## config.mk

```make
export PLATFORM = sky130hd
export DESIGN_NAME = div32s16s_restoring_seq
export DESIGN_NICKNAME = d
export VERILOG_FILES = /design/src/rtl/div32s16s_restoring_seq.sv
export SDC_FILE = /design/constraint.sdc
export NUM_CORES = 1
export LEC_CHECK = 0
export CAP_MARGIN = 30
export CORE_UTILIZATION = 50
export DETAILED_ROUTE_END_ITERATION = 10
export PLACE_DENSITY = 0.78
export SYNTH_ARGS = -nofsm -noshare
export SYNTH_HDL_FRONTEND = slang
export SYNTH_SLANG_ARGS = --single-unit
```

## constraint.sdc

```tcl
create_clock -name clk -period 12.5 [get_ports clk]
set_clock_uncertainty 0.2 [all_clocks]
set_input_delay 3.125 -clock clk [delete_from_list [all_inputs] [get_ports clk]]
set_output_delay 3.125 -clock clk [all_outputs]
set_load 0.1 [all_outputs]
```

## src/rtl/div32s16s_restoring_seq.sv

```systemverilog
// Sequential 32/16 signed divider: radix-2 restoring on operand magnitudes,
// one quotient bit per cycle, fixed 17-cycle latency from transfer to result.
module div32s16s_restoring_seq (
  input  logic        clk,
  input  logic        rst,
  input  logic        in_valid,
  output logic        in_ready,
  input  logic [31:0] dividend,
  input  logic [15:0] divisor,
  output logic        out_valid,
  input  logic        out_ready,
  output logic [15:0] quotient,
  output logic [15:0] remainder,
  output logic        overflow,
  output logic        div_by_zero,
  output logic [1:0]  dbg_state
);

  // Handshakes: a transfer happens on any clk edge where valid && ready are
  // both high; the producer holds its data stable until that edge.
  typedef enum logic [1:0] {
    IDLE  = 2'd0,
    CALC  = 2'd1,
    FIXUP = 2'd2,
    DONE  = 2'd3
  } state_t;

  state_t state, state_nx;

  logic [16:0] r;
  logic [15:0] lo;
  logic [15:0] q;
  logic [15:0] b_mag;
  logic [3:0]  count;
  logic        sign_q, sign_r, dz, pre_ovf;

  logic [31:0] a_abs;
  logic [15:0] b_abs;
  logic [16:0] r_shift;
  logic [17:0] trial;
  logic        q_big;

  assign a_abs   = dividend[31] ? (32'd0 - dividend) : dividend;
  assign b_abs   = divisor[15] ? (16'd0 - divisor) : divisor;
  assign r_shift = {r[15:0], lo[15]};
  assign trial   = {1'b0, r_shift} - {2'b00, b_mag};
  // Negative results may reach magnitude 32768; positive ones only 32767.
  assign q_big   = sign_q ? (q[15] && (q[14:0] != 15'd0)) : q[15];

  assign in_ready  = (state == IDLE);
  assign out_valid = (state == DONE);
  assign dbg_state = state;

  always_ff @(posedge clk or posedge rst) begin
    if (rst) state <= IDLE;
    else     state <= state_nx;
  end

  always_comb begin
    state_nx = state;
    case (state)
      IDLE:    if (in_valid)        state_nx = CALC;
      CALC:    if (count == 4'd15)  state_nx = FIXUP;
      FIXUP:                        state_nx = DONE;
      DONE:    if (out_ready)       state_nx = IDLE;
      default:                      state_nx = IDLE;
    endcase
  end

  always_ff @(posedge clk or posedge rst) begin
    if (rst) begin
      r           <= 17'd0;
      lo          <= 16'd0;
      q           <= 16'd0;
      b_mag       <= 16'd0;
      count       <= 4'd0;
      sign_q      <= 1'b0;
      sign_r      <= 1'b0;
      dz          <= 1'b0;
      pre_ovf     <= 1'b0;
      quotient    <= 16'd0;
      remainder   <= 16'd0;
      overflow    <= 1'b0;
      div_by_zero <= 1'b0;
    end else begin
      case (state)
        IDLE: if (in_valid) begin
          r       <= {1'b0, a_abs[31:16]};
          lo      <= a_abs[15:0];
          q       <= 16'd0;
          b_mag   <= b_abs;
          count   <= 4'd0;
          sign_q  <= dividend[31] ^ divisor[15];
          sign_r  <= dividend[31];
          dz      <= (divisor == 16'd0);
          // High half already >= divisor means the quotient needs 17+ bits.
          pre_ovf <= (a_abs[31:16] >= b_abs) && (divisor != 16'd0);
        end
        CALC: begin
          lo    <= {lo[14:0], 1'b0};
          count <= count + 4'd1;
          if (!trial[17]) begin
            r <= trial[16:0];
            q <= {q[14:0], 1'b1};
          end else begin
            r <= r_shift;
            q <= {q[14:0], 1'b0};
          end
        end
        FIXUP: begin
          if (dz) begin
            quotient    <= sign_r ? 16'h8000 : 16'h7FFF;
            remainder   <= 16'd0;
            div_by_zero <= 1'b1;
            overflow    <= 1'b0;
          end else if (pre_ovf || q_big) begin
            quotient    <= sign_q ? 16'h8000 : 16'h7FFF;
            remainder   <= 16'd0;
            div_by_zero <= 1'b0;
            overflow    <= 1'b1;
          end else begin
            quotient    <= sign_q ? (16'd0 - q) : q;
            remainder   <= sign_r ? (16'd0 - r[15:0]) : r[15:0];
            div_by_zero <= 1'b0;
            overflow    <= 1'b0;
          end
        end
        default: ;
      endcase
    end
  end

endmodule
```

**Word-level counts from Yosys, hierarchy flattened**

Index checks and enable logic that the tools add are counted.

- Logic and storage cells: 68
- Bits of input ports: 52
- Register bits: 108
- Output and inout port bits: 38

- $add $sub $neg: 6
- Eq/ne operators: 7
- Mux-type cells: 28
- $lt $le $gt $ge: 1
- Bitwise gates (word level): 1
- Reduce and logical (&&, ||, !) cells: 11

Operators by type and width:

| operator | count |
|---|---|
| 16-bit two-way mux | 13 |
| 16-bit one-hot mux with 2 select lines | 3 |
| 1-bit by 16-bit subtractor with 16-bit output (first input constant) | 3 |
| 32-bit two-way mux | 1 |
| 1-bit by 32-bit subtractor with 32-bit output (first input constant) | 1 |
| 17-bit by 16-bit subtractor with 18-bit output | 1 |
| 16-bit greater-or-equal comparator | 1 |
| 16-bit zero test | 1 |
| 16-bit nonzero test | 1 |
| 15-bit nonzero test | 1 |
| 2-bit one-hot mux with 4 select lines | 1 |
| 4-bit one-hot mux with 2 select lines | 1 |
| 2-bit two-way mux | 3 |
| 1-bit two-way mux | 5 |
| 4-bit by 1-bit adder with 4-bit output (second input constant) | 1 |
| 2-bit == test (second input constant) | 2 |
| 4-bit == test (second input constant) | 1 |
| 4-bit two-way mux | 1 |
| 2-bit inequality test (second input constant) | 2 |
| 2-bit AND reduction | 2 |
| 3-bit AND reduction | 1 |
| 2-bit by 1-bit == test with 1-bit output (second input constant) | 1 |
| 1-bit logical AND | 2 |
| 2-bit zero test | 1 |
| other kinds (4) | 4 |

**Depth between registers and ports, before layout**

- Word-level depth: 6
- Gate-level depth with buffers: 14
- Depth with buffers taken out: 14

**Least setup slack after synthesis**

OpenSTA, ideal clock, no wires.

- Kind: in2reg
- From: input dividend[12]
- To: register pre_ovf
- Setup time: 0.121 ns
- Arrival: 5.805 ns
- Cell stages on the path: 12
- Setup slack: 6.374 ns
- Buffers on the path: 0
- Cell sequence: or4_4 > or3_4 > or3_4 > o31ai_2 > xnor2_1 > ha_1 > a21o_1 > a21o_1 > a21oi_1 > o211ai_1 > a21oi_1 > nor2_1

- Longest elaborated chain between the ends: 4

RTL lines:

| what | RTL line | RTL |
|---|---|---|
| start: declaration | 8 | `input logic [31:0] dividend,` |
| 1-bit by 32-bit subtractor with 32-bit output | 43 | `assign a_abs = dividend[31] ? (32'd0 - dividend) : dividend;` |
| 32-bit two-way mux | 43 |  |
| 16-bit greater-or-equal comparator | 97 | `pre_ovf <= (a_abs[31:16] >= b_abs) && (divisor != 16'd0);` |
| 1-bit logical AND | 97 |  |
| end signal: assignment | 97 |  |
| end: declaration | 35 | `logic sign_q, sign_r, dz, pre_ovf;` |

No other way between the ends.
A chain may end at the register's enable or synchronous reset.

**Worst setup path after layout**

- From: input dividend[10]
- To: register pre_ovf

Same word-level chain as after synthesis.

==> run_results.csv <==
group,metric,value,unit
route,ant_nets,0,
synthesis,synth_edf_count,0,
worst_setup_path,worstReg2RegStart,"r[7]",
run_status,status,"completed",
route,routed_wl,17500,µm
timing,maxSlewHeadroom,0.350,
floorplan,die_w,123,µm
worst_setup_path,crit_chain,"clkdlybuf4s50_1 > or4_4 > or3_4 > or3_4 > o21ai_0 > xnor2_1 > ha_1 > a2111oi_0 > o21ai_0 > a21oi_1 > nor2_1",
floorplan,core-area,0.0140,mm²
finish,final_area,0.00863,mm²
route,viasPerCell,5.88,
synthesis,synthDistinctLibCells,64,
global_route,grt_use_total,0.250,
worst_setup_path,start_kind,"input pin",
synthesis,syn_area,0.00726,mm²
clock_tree,clk_pin_slew_worst_paths,0.08,ns
timing,slew_viol_final,0,
synthesis,yosys_most_used_dff,"dfrtp_1",
clock_tree,clockRootBuffer,"clkbuf_16",
global_route,grt-ovfl-total,0,
clock_tree,clockBufferDepth,2,
floorplan,die_h,123,µm
global_route,antenna_found_initial,0,
synthesis,ys.warnings.count,0,
route,wl_per_cell,16.4,µm
route,drtIter0Drc,461,
synthesis,ys_ff_latch,108,
worst_setup_path,path_class,"input pin to flop",
flow_run,maxCapViolations,0,
route,drtPass1Iterations,7,
worst_hold_path,hold_path_startpoint,"lo[12]",
timing,setup_viol_count_final,0,
global_route,grt_pass1_vias,5932,
worst_setup_path,r2r_slack,9.03,ns
clock_tree,ctsResizeCount,0,
clock_tree,cts_sinks,108,
clock_tree,holdBufCountCts,0,
clock_tree,cts_buffers,9,
worst_setup_path,critPathArrivalTime,6.49,ns
worst_hold_path,hold_depth,2,
global_route,grt_max_degree,73,
synthesis,syn-num-nets,911,
worst_setup_path,crit_required,12.53,ns
placed_design,place_ws,5.72,ns
finish,drive_gt1_frac,0.0608,
worst_setup_path,worstPathMaxFanout,5,
floorplan,rows,43,
worst_setup_path,rr_endpoint,"r[0]",
worst_setup_path,slowest_delay,0.56,ns
timing,finalHoldViolations,0,
floorplan,pin_count,90,
synthesis,yosysSeqAreaShare,0.372,
global_route,grt_pass1_wl,29700,µm
floorplan,die_area,0.0150,mm²
clock_tree,h-tree-depth,3,
placed_design,dp_hpwl,13000,µm
finish,n_antenna_cell,0,
floorplan,start_util,0.517,
synthesis,synth-async-reset-ratio,1.00,
clock_tree,insertion_delay,0.35,ns
route,vias,6284,
worst_hold_path,hp-class,"flop to flop",
timing,rsz0062_at_grt,"no",
finish,nets,977,
worst_setup_path,worstSetupEndpointType,"flop",
route,drc,0,
placed_design,gp_congestion,0.934,
placed_design,place_area,0.00831,mm²
timing,fmax,155,MHz
synthesis,postSynthAreaPerCell,8.89,µm²
placed_design,portBuffers,89,
timing,tightest_slew,0.972,ns
timing,whs,0.279,ns
worst_setup_path,r2r_cells,8,
worst_setup_path,critPathSlowestCell,"or4_4",
timing,timing.final.ws_setup,6.04,ns
worst_hold_path,hold_end,"lo[12]",
timing,fin_crit,6.46,ns
timing,setup-tns-final,0,ns
synthesis,synthCells,817,
timing,fin_crit_sh,0.517,
clock_tree,cts_tree,"yes",
finish,area_growth_syn_to_layout,18.9,%
clock_tree,post-cts-setup-buffers,0,
[through the flow]
stage | utilization | instances
after floorplan | - | 817
after global placement | 0.589 | 1049
after detailed placement | 0.592 | 1052
after CTS | 0.615 | 1068
after global routing | 0.615 | 1068
final | 0.615 | 1068
[worst max-delay path by stage]
| stage | from | endpoint | slack, ns | cells past startpoint |
|---|---|---|---|---|
| final | dividend[10] | pre_ovf | 6.04 | 11 |
| after floorplan | rst | b_mag[0] | 6.33 | 1 |
| after global placement | dividend[10] | pre_ovf | 5.76 | 13 |
| after detailed placement | dividend[10] | pre_ovf | 5.72 | 13 |
| after global routing | dividend[2] | pre_ovf | 5.83 | 13 |
| after CTS | dividend[10] | pre_ovf | 6.08 | 13 |
[synth_stat cells, drive strengths merged (2+ instances only)]
library cell,instances,area [µm²]
o21ai,79,395
o31ai,27,236
a31oi,3,18.8
nor2b,9,56.3
nor4,5,31.3
a22oi,11,87.6
o21a,5,37.5
a22o,14,123
nand4,6,37.5
nand3b,3,22.5
o22ai,24,150
and3,2,12.5
buf,7,28.8
xor2,51,447
clkbuf,37,139
or3,11,83.8
o21bai,3,26.3
and2,3,18.8
a311oi,2,17.5
mux2,5,56.3
nand2b,6,37.5
mux2i,8,80.1
or4,7,56.3
a21oi,32,160
or2,7,43.8
nor3,12,60.1
ha,41,513
inv,67,251
a41oi,2,17.5
o221ai,14,123
dfrtp,108,2700
a21o,10,75.1
o2111a,2,22.5
nor4b,2,17.5
o211ai,6,45.0
nor2,39,146
xnor2,28,245
nand3,12,60.1
nand2,81,304
o41ai,10,110
a2111oi,3,26.3
[layout make-up]
cell class	instances	area, µm²
clock inverters	7	91.3
fillers	1248	5410
repair buffers	99	993
multi-input cells	598	4140
flip-flops and latches	108	2700
clock buffers	9	225
inverters	67	254
well taps	180	225
[worst max-delay path: cells and delay by family]
| family | cells | cell delay (ns) |
|---|---|---|
| xor+xnor | 1 | 0.21 |
| fa+ha+maj | 1 | 0.30 |
| simple gates | 4 | 1.45 |
| buf+inv | 1 | 0.47 |
| compound gates | 4 | 0.92 |
[cell families (layout without fill, tap and decap cells)]
kind of cell    after synthesis  count (layout)  synth area share
fa+ha+maj                    42              42            0.0734
mux                          13              13            0.0188
flops                       108             108             0.372
simple gates                206             206             0.138
compound gates              258             258             0.245
buf+inv                     111             182            0.0577
xor+xnor                     79              79            0.0953
[flip-flops by register name, summed over array words and instances, names as in the netlist, 2 cells and up]
signal	cells
b_mag	16
lo	16
q	16
quotient	16
r	16
remainder	16
count	4
dbg_state	2
[layer usage]
metal	global-route usage	vias up	wire [µm]
met5	0	-	0
met4	0.0816	0	258
met3	0.0302	21	1100
met2	0.380	223	7710
met1	0.368	2957	8460
li1	-	3083	-
[cell usage in the layout (no fill, tap or decap), drive strengths merged, types with 28 or more instances in the layout]
cell	n
ha	41
nand2	81
nor2	39
xnor2	28
inv	70
xor2	51
clkdlybuf4s50	89
dfrtp	108
o21ai	79
a21oi	32
Power is left out: the tool's default activity adds up to more than one toggle a clock period on the data nets, which glitch-free logic cannot reach.
==> edit, RTL diff (config.mk and constraints unchanged) <==
Add an input register stage for `dividend` and `divisor`, without a reset; this delays them by one clock. The other inputs are not delayed to match.
--- a/src/rtl/div32s16s_restoring_seq.sv
+++ b/src/rtl/div32s16s_restoring_seq.sv
@@ -27,2 +27,10 @@
 
+  logic [31:0] dividend_q;
+  logic [15:0] divisor_q;
+
+  always_ff @(posedge clk) begin
+    dividend_q <= dividend;
+    divisor_q  <= divisor;
+  end
+
   state_t state, state_nx;
@@ -42,4 +50,4 @@
 
-  assign a_abs   = dividend[31] ? (32'd0 - dividend) : dividend;
-  assign b_abs   = divisor[15] ? (16'd0 - divisor) : divisor;
+  assign a_abs   = dividend_q[31] ? (32'd0 - dividend_q) : dividend_q;
+  assign b_abs   = divisor_q[15] ? (16'd0 - divisor_q) : divisor_q;
   assign r_shift = {r[15:0], lo[15]};
@@ -92,7 +100,7 @@
           count   <= 4'd0;
-          sign_q  <= dividend[31] ^ divisor[15];
-          sign_r  <= dividend[31];
-          dz      <= (divisor == 16'd0);
+          sign_q  <= dividend_q[31] ^ divisor_q[15];
+          sign_r  <= dividend_q[31];
+          dz      <= (divisor_q == 16'd0);
           // High half already >= divisor means the quotient needs 17+ bits.
-          pre_ovf <= (a_abs[31:16] >= b_abs) && (divisor != 16'd0);
+          pre_ovf <= (a_abs[31:16] >= b_abs) && (divisor_q != 16'd0);
         end
Function: no difference found for any inputs over 10 cycles, from zero or initial values and one cycle with rst high; that may be too few to reach the edited logic, so the function may still have changed.
==> edit against the unedited design <==
Routed wire length barely moved; design area rose by 15%; critical path depth fell by 8; cell count rose by 9.3%; synthesized area rose by 13%; core utilization rose by 0.71 points; count of clock-buffer cells in the layout rose by 17; synthesized cell count rose by 5.3%; sequential cell count rose by 48; worst setup slack improved by 0.61 ns; critical endpoint is now in_ready; highest routed layer unchanged.
==> edit: results (changes against the unedited design) <==
- Status: complete, no violations
- Buffering overhead: 0.0976 (-0.0175)
- Crit path max-delay family: buffers and inverters
- Via count of the first global-routing pass: 6040 (+1.8%)
- Largest net degree at the start of global routing: 57 (-22%)
- Leak Pwr: 0.00428 uW
- Hold Crit Class: flop to flop
- Asr flop ratio synth: 0.692 (-0.308)
- Clock slew at reported path FFs: 0.06 ns (-0.02 ns)
- Clk cell area share: 0.0625 (+0.0258)
- Hpwl dp: 12700 um (-2.6%)
- GPL Wtd Cong: 0.830 (-11%)
- Synth unique cells: 71 (+11%)
- Total number of vias: 6419 (+2.1%)
- Synth Warn #: 0 (unchanged)
- Post-Syn Area: 0.00823 mm^2 (+13%)
- First-pass GRT wire length: 30000 um (+0.86%)
- Fill count: 1378 (+10%)
- Sequential cell area fraction in the yosys report: 0.445 (+0.0728)
- #MultiIn Comb: 601 (+0.50%)
- Synth top area cells: dfrtp_1, dfxtp_1, ha_1, xor2_1, o21ai_0
- Yosys reg bits: 156 (+44%)
- Pwr dens: 290 mW/mm^2
- CTS buffer count: 17 (+8)
- Setup Buffers After CTS: 0 (unchanged)
- Root Buffer: clkbuf_16
- CTS H-tree lvls: 4 (+1)
- CP startpoint: dbg_state[1]
- Inverters, non-clock: 65 (-3.0%)
- Total chip power: 2890 uW
- Max incr delay on CP: 1.20 ns (+0.64 ns)
- Setup slack at placement: 7.04 ns (+1.32 ns)
- Clock buffers: 26 (+17)
- Multi-input logic portion of the cell area: 0.420 (-0.0599)
- Nets: 1032 (+5.6%)
- Sw frac: 0.478
- HP Start: b_mag[6]
- Slew @ Worst Pin: 1.04 ns (+0.0645 ns)
- Placed Area: 0.00933 mm^2 (+12%)
- Non-clk bufs: 97 (-2.0%)
- Cts repair resizes: 0 (unchanged)
- Peak supply drop: 155 uV
- Post-Syn Nets: 954 (+4.7%)
- Reg2reg start: dividend_q[10]
- CP arrival: 2.52 ns (-3.97 ns)
- Crit Path Max Fanout: 10 (+5)
- Total GRT Usage: 0.226 (-0.0240)
- Slowest cell on the critical path: clkdlybuf4s50_1
- Mean post-synth cell area: 9.57 um^2 (+7.7%)
- Area taken by flip-flops and latches: 0.00366 mm^2 (+36%)
- Post-synth top cells: dfrtp_1, o21ai_0, nand2_1, inv_1, xor2_1
- Placed Cells: 1135 (+7.9%)
- Clock latency on the worst-skew pair: 0.43 ns (+0.08 ns)
- Via-to-Cell Ratio: 5.50 (-6.5%)
- Routed len/inst: 15.0 um (-8.5%)
- DRT iter0 DRCs: 353 (-23%)
- Layout cells sized above 1: 0.0789 (+0.0181)
-- edit: worst paths after layout --
path	end	slack [ns]	cells after the start
worst max-delay path	in_ready	6.65	3
worst min-delay path	b_mag[6]	0.28	2
worst max register to register	pre_ovf	8.66	14
worst min register to register	b_mag[6]	0.28	2
max in group asynchronous	lo[14]	8.03	3
min in group asynchronous	remainder[6]	2.94	2
-- edit: layer usage --
layer / routed length, um / global-route usage / vias to the layer above
met4: 265 / 0.0923 / 0
li1: - / - / 3221
met3: 862 / 0.0377 / 20
met5: 0 / 0 / -
met1: 8400 / 0.315 / 2988
met2: 8010 / 0.349 / 190
-- edit: logic make-up after synthesis --
family | synth area share
muxes | 0.0185
DFF | 0.445
xor gates and xnor gates | 0.0851
AOI/OAI and AO/OA | 0.212
and+or+nand+nor | 0.125
adders and majority gates | 0.0648
buffers and inverters | 0.0496
